File: src/rtl/uart_cmd_transmitter.sv
// Turns rising edges on five command inputs into single-byte 8N1 UART frames.
// Requests queue in a one-bit-per-command pending set and drain in fixed priority.
module uart_cmd_transmitter #(
  parameter int CLKS_PER_BIT = 217
) (
  input  logic       i_clk,
  input  logic       i_rst_n,
  input  logic       i_right,
  input  logic       i_left,
  input  logic       i_up,
  input  logic       i_down,
  input  logic       i_trigger,
  output logic       o_tx,
  output logic       o_busy,
  output logic       o_done,
  output logic [1:0] o_state
);

  localparam int CW = (CLKS_PER_BIT > 1) ? $clog2(CLKS_PER_BIT) : 1;
  localparam logic [CW-1:0] CNT_LAST = CW'(CLKS_PER_BIT - 1);

  typedef enum logic [1:0] {
    IDLE  = 2'd0,
    START = 2'd1,
    DATA  = 2'd2,
    STOP  = 2'd3
  } state_t;

  state_t        state_q, state_d;
  logic [CW-1:0] cnt_q, cnt_d;
  logic [2:0]    bit_q, bit_d;
  logic [7:0]    shift_q, shift_d;
  logic [4:0]    pend_q, pend_d;
  logic [4:0]    prev_q;
  logic [4:0]    cmd, rise, grant;
  logic [7:0]    byte_sel;
  logic          take, bit_end;
  logic          tx_d, busy_d, done_d;

  // Bit order of the command vector doubles as priority: bit 0 wins.
  assign cmd     = {i_trigger, i_down, i_up, i_left, i_right};
  assign rise    = cmd & ~prev_q;
  assign bit_end = (cnt_q == CNT_LAST);
  assign o_state = state_q;

  always_comb begin
    grant    = 5'b00000;
    byte_sel = 8'h00;
    if (pend_q[0]) begin
      grant = 5'b00001; byte_sel = 8'h52;
    end else if (pend_q[1]) begin
      grant = 5'b00010; byte_sel = 8'h4C;
    end else if (pend_q[2]) begin
      grant = 5'b00100; byte_sel = 8'h55;
    end else if (pend_q[3]) begin
      grant = 5'b01000; byte_sel = 8'h44;
    end else if (pend_q[4]) begin
      grant = 5'b10000; byte_sel = 8'h54;
    end
  end

  always_comb begin
    state_d = state_q;
    cnt_d   = cnt_q;
    bit_d   = bit_q;
    shift_d = shift_q;
    take    = 1'b0;
    tx_d    = 1'b1;
    busy_d  = (state_q != IDLE);
    done_d  = 1'b0;
    case (state_q)
      IDLE: begin
        cnt_d = '0;
        bit_d = 3'd0;
        if (pend_q != 5'b00000) begin
          shift_d = byte_sel;
          take    = 1'b1;
          state_d = START;
        end
      end
      START: begin
        tx_d = 1'b0;
        if (bit_end) begin
          cnt_d   = '0;
          state_d = DATA;
        end else begin
          cnt_d = cnt_q + 1'b1;
        end
      end
      DATA: begin
        tx_d = shift_q[0];
        if (bit_end) begin
          cnt_d   = '0;
          shift_d = {1'b0, shift_q[7:1]};
          bit_d   = bit_q + 3'd1;
          if (bit_q == 3'd7) state_d = STOP;
        end else begin
          cnt_d = cnt_q + 1'b1;
        end
      end
      STOP: begin
        tx_d = 1'b1;
        if (bit_end) begin
          cnt_d   = '0;
          done_d  = 1'b1;
          state_d = IDLE;
        end else begin
          cnt_d = cnt_q + 1'b1;
        end
      end
      default: state_d = IDLE;
    endcase
    // A new edge on a command that is still pending is dropped, never counted.
    pend_d = (pend_q & ~(take ? grant : 5'b00000)) | (rise & ~pend_q);
  end

  // Outputs are registered from the current state, so the line lags the FSM by one clock.
  always_ff @(posedge i_clk) begin
    if (!i_rst_n) begin
      state_q <= IDLE;
      cnt_q   <= '0;
      bit_q   <= 3'd0;
      shift_q <= 8'h00;
      pend_q  <= 5'b00000;
      prev_q  <= 5'b00000;
      o_tx    <= 1'b1;
      o_busy  <= 1'b0;
      o_done  <= 1'b0;
    end else begin
      state_q <= state_d;
      cnt_q   <= cnt_d;
      bit_q   <= bit_d;
      shift_q <= shift_d;
      pend_q  <= pend_d;
      prev_q  <= cmd;
      o_tx    <= tx_d;
      o_busy  <= busy_d;
      o_done  <= done_d;
    end
  end

endmodule

File: config.mk
export PLATFORM = sky130hd
export DESIGN_NAME = uart_cmd_transmitter
export DESIGN_NICKNAME = d
export VERILOG_FILES = /design/src/rtl/uart_cmd_transmitter.sv
export SDC_FILE = /design/constraint.sdc
export NUM_CORES = 1
export LEC_CHECK = 0
export ABC_CLOCK_PERIOD_IN_PS = 2600
export BUFFER_PORTS_ARGS = -buffer_cell sky130_fd_sc_hd__buf_4
export CAP_MARGIN = 30
export CORE_ASPECT_RATIO = 1.25
export CORE_MARGIN = 5
export CORE_UTILIZATION = 50
export DETAILED_ROUTE_END_ITERATION = 12
export GPL_ROUTABILITY_DRIVEN = 0
export MAX_ROUTING_LAYER = met4
export PLACE_DENSITY = 0.67
export SYNTH_ARGS = -nofsm -noshare
export SYNTH_HDL_FRONTEND = slang
export SYNTH_SLANG_ARGS = --single-unit
File: constraint.sdc
create_clock -name i_clk -period 2.6 [get_ports i_clk]
set_clock_uncertainty 0.1 [all_clocks]
set_input_delay 0.65 -clock i_clk [delete_from_list [all_inputs] [get_ports i_clk]]
set_output_delay 0.65 -clock i_clk [all_outputs]
set_load 0.05 [all_outputs]
# After elaboration in Yosys (flattened, before gate mapping)
# Index checks and enable logic that the tools add are counted.
# classes
n_addsub	2
n_eq_ne	10
mux	28
n_bitwise	7
reduce_logical	9
# ops
cell	count
$mux 7	5
$pmux 8 s2	2
$mux 5	6
$mux 8	3
$and 5x5->5	3
$not 5->5	3
$mux 2	5
$ne 2x2->1 const B	5
$add 8x1->8 const B	1
$eq 8x8->1 const B	1
$pmux 2 s4	1
$pmux 3 s2	1
$or 5x5->5	1
$reduce_and 5->1	1
$reduce_bool 5->1	1
$eq 2x2->1 const B	2
$reduce_and 2->1	2
$reduce_bool 2->1	2
$add 3x1->3 const B	1
$eq 3x3->1 const B	1
$mux 1	3
$mux 3	1
$reduce_and 3->1	1
$reduce_or 3->1	1
3 further kinds	3
# word_totals
ff_bits	34
input_bits	7

# Logic depth before layout (Yosys ltp)
# depth
ltp_word	9
ltp_mapped	8
depth_no_buf	6

# Least setup slack after synthesis
# No wires, ideal clock.
# synth_timing
kind	flip-flop to flip-flop
from	register state_q[0], in the netlist o_state[0]
to	register state_q[1], in the netlist o_state[1]
setup_time_ps	129
arrival_ps	2024
required_time_ps	2371
setup_slack_ps	348
stages_incl_launch_ff	8
period_less_slack_ps	2252
cell_sequence	dfxtp_1 inv_1 ha_1 clkbuf_1 or3_1 o41a_1 a32oi_2 o221ai_2
# synth_via
elab_chain_cells	3
word_cells_on_any_way	11
# synth_rtl
element	line	source
start: declaration	29	state_t state_q, state_d;
start signal: assignment	130	state_q <= state_d;
$eq 2x2->1, or another cell as far along	71	case (state_q)
$ne 2x2->1 (no line)	-	
$reduce_and 5->1 (no line)	-	
# Several ways; a longest one is shown, not always the timed one.
# A chain may end at the register's enable or synchronous reset.

# Worst setup path in the final report
# layout_timing
from	register state_q[0], in the netlist o_state[0]
to	register shift_q[6]
# layout_via
elab_chain_cells	3
word_cells_on_any_way	7
# layout_rtl
element	line	source
$eq 2x2->1 or $logic_not 2->1 (tied branches)	71	
$ne 2x2->1 (no line) or $reduce_bool 2->1 (tied branches)	-	
$reduce_and 3->1 (no line)	-	
end signal: assignment	133	shift_q <= shift_d;
end: declaration	32	logic [7:0] shift_q, shift_d;
# Several ways; a longest one is shown, not always the timed one.

==> flow_summary.toml <==
[worst_setup_path]
critical-path-slowest-cell = "nor2_1"
r2r-start = "o_state[0]$_SDFFE_PN0P_"
critical_path_depth = 6
reg2reg_depth = 6
arrival_ps = 2140
crit_buf_inv = 2
critPathTopFamily = "compound AO/OA/AOI/OAI gates"
r2r_slack_ps = 560
end_kind = "flop"
slowest_delay_ps = 430
cp-endpoint = "shift_q[6]$_SDFFE_PN0P_"
crit_type = "flop to flop"
cp.required_ps = 2690
cp_max_fo = 16
r2r_end = "shift_q[6]$_SDFFE_PN0P_"
startpoint = "o_state[0]$_SDFFE_PN0P_"
path_cells = "inv_1 -> ha_1 -> buf_4 -> o22a_1 -> nor2_1 -> o21ai_0"
cp-start-kind = "flop"

[routing]
drc = 0
postRouteAntennaNets = 0
wl_um = 2990
wl_per_cell_um = 13.9
vias_per_cell = 5.60
drtIter0Drc = 39
num_vias = 1204
drt_pre_antenna_iters = 4

[power]
power_mw = 1.60
p_leak_nw = 0.715
p_per_area_nw_per_um2 = 937
ir_worst_vdd_v = 0.000474

[final_layout]
final_util_pct = 57.4
finalInstanceArea_um2 = 1710
fillers = 267
areaGrowthSynthToFinish_pct = 9.82
drive_gt1_share_pct = 14.5
final_cell_mix = "dfxtp_1 (33), nor2_1 (16), buf_4 (12)"
layout_commonest_cell = "dfxtp_1"
diodes = 0
nNetsFinal = 195
layoutNonFillerInstCount = 215

[floorplanning]
rows = 22
die_h_um = 72.3
ios = 12
dieArea_um2 = 4330
die_x_um = 59.9
core_area_um2 = 2970
start_util_pct = 52.3

[logic_synthesis]
syn_area_per_cell_um2 = 9.25
ys_seq_elements = 33
yosysTopAreaCellShare_pct = 42.5
synthCells = 168
ys_seq_area_share_pct = 42.5
syn_nets = 184
yosys.area.top_type = "dfxtp_1"
async_reset_ff_share_pct = 0
ys_top_cells_by_area = "dfxtp_1 (43%), ha_1 (7.2%), nor2_1 (3.9%)"
synthDistinctLibCells = 45
yosysWarningCount = 0
synth_edf_count = 0
synth_flop_cell = "dfxtp_1"
netlist_area_um2 = 1550

[place]
hpwl_um = 2230
dpl_cell_area_um2 = 1650
dp_cells = 208
port-buffer-count = 11
dpl_worst_slack_ps = 577

[grt]
use_met3_pct = 6.05
grt_busiest_layer = "met2"
grt_usage_pct = 15.7
grt_pass1_vias = 1169
overflow = 0
antenna_found_initial = 0
grtUsageMet2_pct = 25.1
grt_pass1_wl_um = 4950
met1_usage_pct = 16.3
grt_max_degree = 32

[cts]
clock-sinks = 33
cts.clk_slew.worst_paths_ps = 90
cts_buffers = 5
clk_latency_ps = 330
root_buffer = "clkbuf_4"
ctsResizeCount = 0
cts_hold_buffers = 0
cts_htree_levels = 2
cts_setup_buffers = 0
clock_path_buffers = 2
cts_tree = "yes"

[sta]
hold_viol_final = 0
relSlewSlack_pct = 66.3
timing.fmax_ghz = 0.489
fin_crit_sh_pct = 78.6
worst_pin_slew_ps = 504
slew_viol_final = 0
period_needed_ps = 2040
rsz0062_at_grt = "no"
setup_viol = 0
fin_tns_setup_ps = 0
holdWs_ps = 378
setup_ws_ps = 557

[outcome]
status = "finished, final reports clean"

[flow_run]
cap_viol_max_count = 0

[min_path]
hold_path_class = "flop to flop"
[synthesized netlist by cell type (2+ instances only)]
cell type,count
nand4_1,2
nand4b_1,2
nand2b_1,2
o21ai_0,5
xnor2_1,3
and2_1,6
and3_1,2
nor3_1,3
a21oi_1,8
nand2_1,9
clkbuf_1,6
dfxtp_1,33
mux2i_1,3
xor2_1,3
nor2_1,16
a32oi_1,2
nor3b_1,4
or3b_2,2
inv_1,9
nand3_1,7
nor2b_1,7
o211a_1,3
ha_1,9
[layer usage]
metal | part of all wire, % | up-vias | wire (um)
met5 | 0 | - | 0
met4 | 2.4 | 0 | 72
met3 | 4.2 | 8 | 126
met2 | 51 | 18 | 1520
met1 | 43 | 562 | 1280
li1 | - | 616 | -
[logic make-up (layout without fill, tap and decap cells)]
group                    count (synthesis)  after routing  share of synthesized area [%]
multiplexers                             3              3                           1.93
AND/OR/NAND/NOR                         68             68                           24.6
adder cells (fa/ha/maj)                  9              9                           7.25
XOR/XNOR                                 6              6                           3.38
AO/OA/AOI/OAI                           32             32                           15.7
buffers and inverters                   17             28                           4.59
flip-flops                              33             33                           42.5
[final cells by class]
type | instances | area, um2 | share of cell area (%)
multi-input combinational | 118 | 822 | 48.2
inverter | 9 | 33.8 | 1.98
clock buffer | 7 | 55.1 | 3.23
sequential | 33 | 661 | 38.7
timing repair buffer | 12 | 90.1 | 5.28
tap | 36 | 45.0 | 2.64
[worst min-delay path, cell delays in order (launching register included)]
cell     delay [ps]
dfxtp_1         320
nand2_1          50
o21ai_0          60
[sequential cells by signal, summed over array words and instances, names as in the netlist]
register / count
cnt_q: 8
pend_q: 5
prev_q: 5
bit_q: 3
o_state: 2
o_done: 1
o_tx: 1
shift_q: 7
o_busy: 1
[how the worst min path moves through the flow]
stage                                  startpoint                      end  cells after the start
final                     shift_q[2]$_SDFFE_PN0P_  shift_q[2]$_SDFFE_PN0P_                      2
after global routing                      i_right     prev_q[0]$_SDFF_PN0_                      2
after CTS                 shift_q[2]$_SDFFE_PN0P_  shift_q[2]$_SDFFE_PN0P_                      2
after detailed placement      cnt_q[0]$_SDFF_PP0_      cnt_q[0]$_SDFF_PP0_                      1
after global placement    shift_q[5]$_SDFFE_PN0P_  shift_q[5]$_SDFFE_PN0P_                      2
after floorplan           shift_q[5]$_SDFFE_PN0P_  shift_q[5]$_SDFFE_PN0P_                      2
[power by group]
part	internal (mW)	total [mW]	switching, mW	leakage [nW]
logic	0.250	0.659	0.409	0.413
registers	0.592	0.654	0.0620	0.271
clock network	0.127	0.285	0.158	0.0314
Power figures use the tool's default switching activity.
